$ cat config.mk
export PLATFORM = sky130hd
export DESIGN_NAME = usage_sampler
export DESIGN_NICKNAME = d
export VERILOG_FILES = /design/src/rtl/usage_sampler.sv
export SDC_FILE = /design/constraint.sdc
export NUM_CORES = 1
export LEC_CHECK = 0
export CORE_UTILIZATION = 41
export CTS_CLUSTER_SIZE = 20
export DETAILED_ROUTE_END_ITERATION = 12
export PLACE_DENSITY = 0.73
export SYNTH_ARGS = -nofsm -noshare
export SYNTH_HDL_FRONTEND = slang
export SYNTH_SLANG_ARGS = --single-unit
export TNS_END_PERCENT = 100
$ cat constraint.sdc
create_clock -name sysclk -period 3.4 [get_ports sysclk]
set_input_delay 0.51 -clock sysclk [delete_from_list [all_inputs] [get_ports sysclk]]
set_output_delay 0.51 -clock sysclk [all_outputs]
set_load 0.1 [all_outputs]
$ cat src/rtl/usage_sampler.sv
// Periodic sampler for a usage_counter: clears it, opens a sample window,
// waits for the counter pipeline to drain, then captures the count with overrun tracking.
module usage_sampler #(
  parameter int unsigned COUNT_W       = 16,
  parameter int unsigned WINDOW_W      = 16,
  parameter int unsigned SETTLE_CYCLES = 2
) (
  input  logic               sysclk,
  input  logic               sysreset,
  input  logic               run,
  input  logic [WINDOW_W-1:0] window_cycles,
  input  logic [COUNT_W-1:0] counter_in,
  output logic               sample_enable,
  output logic               counter_reset,
  output logic [COUNT_W-1:0] result,
  output logic               result_valid,
  input  logic               result_ack,
  output logic               overrun,
  input  logic               overrun_clear,
  output logic [7:0]         window_seq
);

  // One down-counter serves both the window and the settle phase.
  localparam int unsigned CNT_W = (WINDOW_W > 4) ? WINDOW_W : 4;

  typedef enum logic [2:0] {
    IDLE    = 3'd0,
    CLEAR   = 3'd1,
    WINDOW  = 3'd2,
    SETTLE  = 3'd3,
    CAPTURE = 3'd4
  } state_e;

  state_e             state_q, state_d;
  logic [CNT_W-1:0]   cnt_q, cnt_d;
  logic               sample_enable_q, sample_enable_d;
  logic               counter_reset_q, counter_reset_d;
  logic [COUNT_W-1:0] result_q, result_d;
  logic               result_valid_q, result_valid_d;
  logic               overrun_q, overrun_d;
  logic [7:0]         window_seq_q, window_seq_d;
  logic               capture;

  always_comb begin
    state_d         = state_q;
    cnt_d           = cnt_q;
    result_d        = result_q;
    result_valid_d  = result_valid_q;
    overrun_d       = overrun_q;
    window_seq_d    = window_seq_q;
    capture         = 1'b0;

    case (state_q)
      IDLE: begin
        if (run) state_d = CLEAR;
      end
      CLEAR: begin
        cnt_d   = (window_cycles == '0) ? CNT_W'(1) : CNT_W'(window_cycles);
        state_d = WINDOW;
      end
      WINDOW: begin
        if (cnt_q == CNT_W'(1)) begin
          cnt_d   = CNT_W'(SETTLE_CYCLES);
          state_d = SETTLE;
        end else begin
          cnt_d = cnt_q - CNT_W'(1);
        end
      end
      SETTLE: begin
        if (cnt_q == CNT_W'(1)) state_d = CAPTURE;
        else                    cnt_d   = cnt_q - CNT_W'(1);
      end
      CAPTURE: begin
        capture = 1'b1;
        state_d = run ? CLEAR : IDLE;
      end
      default: state_d = IDLE;
    endcase

    // Overrun set takes priority over a simultaneous clear.
    if (overrun_clear) overrun_d = 1'b0;
    if (capture && result_valid_q && !result_ack) overrun_d = 1'b1;

    if (result_valid_q && result_ack) result_valid_d = 1'b0;
    if (capture) begin
      result_d       = counter_in;
      result_valid_d = 1'b1;
      window_seq_d   = window_seq_q + 8'd1;
    end

    // Outputs are registered copies of the upcoming state's decode.
    sample_enable_d = (state_d == WINDOW);
    counter_reset_d = (state_d == CLEAR);
  end

  always_ff @(posedge sysclk or posedge sysreset) begin
    if (sysreset) begin
      state_q         <= IDLE;
      cnt_q           <= '0;
      sample_enable_q <= 1'b0;
      counter_reset_q <= 1'b0;
      result_q        <= '0;
      result_valid_q  <= 1'b0;
      overrun_q       <= 1'b0;
      window_seq_q    <= 8'd0;
    end else begin
      state_q         <= state_d;
      cnt_q           <= cnt_d;
      sample_enable_q <= sample_enable_d;
      counter_reset_q <= counter_reset_d;
      result_q        <= result_d;
      result_valid_q  <= result_valid_d;
      overrun_q       <= overrun_d;
      window_seq_q    <= window_seq_d;
    end
  end

  assign sample_enable = sample_enable_q;
  assign counter_reset = counter_reset_q;
  assign result        = result_q;
  assign result_valid  = result_valid_q;
  assign overrun       = overrun_q;
  assign window_seq    = window_seq_q;

endmodule

==> key figures <==
Worst setup path
  • Crit path max fanout: 17
  • CP Capture Type: flip-flop
  • Required @ worst endpoint: between 3 and 4 ns
  • Startpoint Class: flip-flop
  • WP data arrival: roughly 2.8 ns
  • WS Path Type: flip-flop to flip-flop

Power
  • VDD IR max: between 200 and 250 uV
  • Cell internal pwr: about 1.0 mW
  • Gate power share: 28.4%
  • Sw Ratio: 34.8%
  • Clk pwr share: 22.0%
  • Switching power total: 560 uW
  • PwrDens: 517 nW/um2
  • Leak: 1.29 nW
  • Flop pwr share: 49.6%

Place
  • Dpl ws: 0.858 ns
  • DP Cell Count: 378
  • Placed wire-length estimate: 3800 um
  • Placed cell areas: between 3000 and 4000 um2
  • Port buffer count: 64
  • GP Congestion: 0.858

Drt
  • TritonRoute pass-1 iters: 4
  • ANT nets after route: 0
  • Total Wirelength: 5320 um
  • Vias: 2,059
  • DRT iter0 DRCs: 100
  • DR WL/cell: about 14 um
  • DRC: 0
  • Vias/cell: between 5 and 6

Yosys
  • Yosys top cell by area: dfrtp_1
  • Synth Area per Inst: roughly 9.2 um2
  • Part of the Yosys area used for sequential elements: 50.7%
  • Count of different cell masters after synthesis: 42
  • Dominant synthesized flop cell: dfrtp_1
  • Yosys warning count: 0
  • Cells after synthesis: ~250
  • Post-synth top area share: 50.7%
  • Top cells by area, synth: dfrtp_1 51%, nand2_1 11%, o21ai_0 2.8%
  • Synth Register Bits: 47
  • Net count after synthesis: 292
  • Most common cell in the netlist: nand2_1
  • Commonest cells post-synth: 69 x nand2_1, 47 x dfrtp_1, 14 x nor2_1, 13 x o21ai_0, 8 x inv_1
  • Number of flops mapped to enable cells by yosys: 0
  • Mapped Area: 2320 um2
  • Post-synth ARST share: 100%

Timing
  • Max Freq: 390 MHz
  • Crit path time final: 2.56 ns
  • Final slew viol count: 0
  • Least-Margin Pin Slew: 0.991 ns
  • Slack of the critical path: around 0.84 ns
  • Slew margin rel.: about 34%
  • Final TNS setup: 0 ns
  • # setup viols final: 0
  • Layout Skew: 0.00886 ns
  • Fin. Hold Viols: 0
  • Crit share post-route: around three quarters
  • RSZ-0062 raised after global routing: no

GRT
  • Vias in the first global route: 1,913
  • Largest net degree at the start of global routing: 48
  • All-Layer GR Usage: between 10% and 20%
  • Initial antenna violation count: 0
  • Global-route wire length before repair: 9160 um
  • Final global-route overflow total: 0

CTS
  • Postcts setup bufs: 0
  • CTS tree: done
  • Later-pin clock latency in the skew report: 0.30 ns
  • Root buffer cell: clkbuf_8
  • Clock slew at reported path FFs: 0.09 ns
  • H-Tree Depth: 2
  • Cts hold-fix bufs: 0
  • Inserted Clock Buffers: 5
  • Post-CTS resize count: 0
  • CTS max path bufs: 2
  • CTS Sinks: 47

Finish
  • Post-route insts no fill: 386
  • Final Core Density: between 50 and 60%
  • Area grow syn2layout: 34.1%
  • Share of post-route cells with drive strength above 1: 6.05%
  • Finished layout cell area: roughly 3100 um2
  • Nets: 353
  • # diodes: 0
  • Fill cells: 488

Floorplanning
  • Io pins: 65
  • Core box area: 5470 um2
  • Die width: 77.2 um
  • Die extent in y: between 70 and 80 um
  • Initial core utilization: 42.4%
  • Rows: 27
  • DIE AREA: 5960 um2

Flow run
  • Maxcap violations: 0

Hold path
  • Hold Crit Class: flip-flop to flip-flop

Outcome
  • Outcome: finished clean
metrics by stage:
| stage | power (mW) | hold WS (ns) |
|---|---|---|
| 6_report | 1.61 | 0.477 |
| 5_1_grt | 1.71 | 0.500 |
| 4_1_cts | 1.61 | 0.484 |
| 3_5_place_dp | 1.26 | 0.462 |
| 3_3_place_gp | 1.25 | 0.456 |
| 2_1_floorplan | 1.12 | 0.465 |
area by class of cell:
cell class	count	area, um2	area share, %
Clock buffer	6	82.6	2.65
Clock inverter	2	16.3	0.523
Inverter	9	33.8	1.09
Multi-Input combinational cell	184	1060	34.0
Sequential cell	47	1180	37.8
Tap cell	72	90.1	2.90
Timing Repair Buffer	66	656	21.1
state kept, by name, summed over array words and instances (netlist names):
| register | cells |
|---|---|
| state_q | 3 |
| cnt_q | 16 |
| window_seq | 8 |
| sample_enable | 1 |
| result | 16 |
| counter_reset | 1 |
| result_valid | 1 |
| overrun | 1 |
layout by cell type (no fill, tap or decap), types with 2 or more instances in the layout:
cell / n
inv_1: 7
and2_1: 2
nand2_1: 69
o41ai_1: 3
nor3_1: 6
nand2b_1: 4
o21ai_0: 13
a22oi_1: 2
clkdlybuf4s50_1: 64
o31ai_1: 2
inv_2: 2
nor4_1: 5
a41oi_1: 2
a22o_1: 5
nand3_1: 2
o2bb2ai_1: 6
or4_4: 2
a32oi_1: 4
xnor2_1: 7
nand4_1: 3
and3_1: 4
a21oi_1: 6
nor2_1: 14
or4_1: 2
ha_1: 3
clkbuf_8: 6
o22ai_1: 5
dfrtp_1: 47
buf_4: 2
power by group through the flow:
stage	logic, mW	registers [mW]	clock network, mW
6_report	0.456	0.797	0.354
3_5_place_dp	0.456	0.803	0
5_1_grt	0.506	0.818	0.389
3_3_place_gp	0.445	0.802	0
2_1_floorplan	0.323	0.794	0
4_1_cts	0.456	0.794	0.362
worst max-delay path, cell delays in order, from the launching register on:
cell and delay [ns]:
dfrtp_1 0.41, inv_1 0.09, ha_1 0.13, or4b_1 0.48, or4_4 0.45, o31ai_4 0.21
buf_4 0.23, inv_2 0.15, mux2_2 0.29
worst paths after layout:
kind                                from            end  slack [ns]  cells after the start
hold reg to reg            window_seq[7]  window_seq[7]        0.48                      1
hold / removal             window_seq[7]  window_seq[7]        0.48                      1
max in group asynchronous       sysreset       cnt_q[9]        2.07                      2
min in group asynchronous       sysreset     state_q[2]        0.74                      2
setup reg to reg                cnt_q[1]       cnt_q[0]        0.84                      8
setup / recovery                cnt_q[1]       cnt_q[0]        0.84                      8
cells by family (layout without fill, tap and decap cells):
logic type	count (synthesis)	count (layout)	share of synthesized area (%)
fa+ha+maj	3	3	1.62
compound gates	51	51	15.9
mux	1	1	0.485
buf+inv	21	83	3.94
xor+xnor	8	8	3.02
flops	47	47	50.7
simple gates	121	121	24.3
per-layer routing:
metal	track usage, %	share of wire (%)
met5	0	0
met4	7.17	1.6
met3	5.60	8.1
met2	27.8	44
met1	27.1	46
Note: power is estimated with default switching activity, not from simulation.
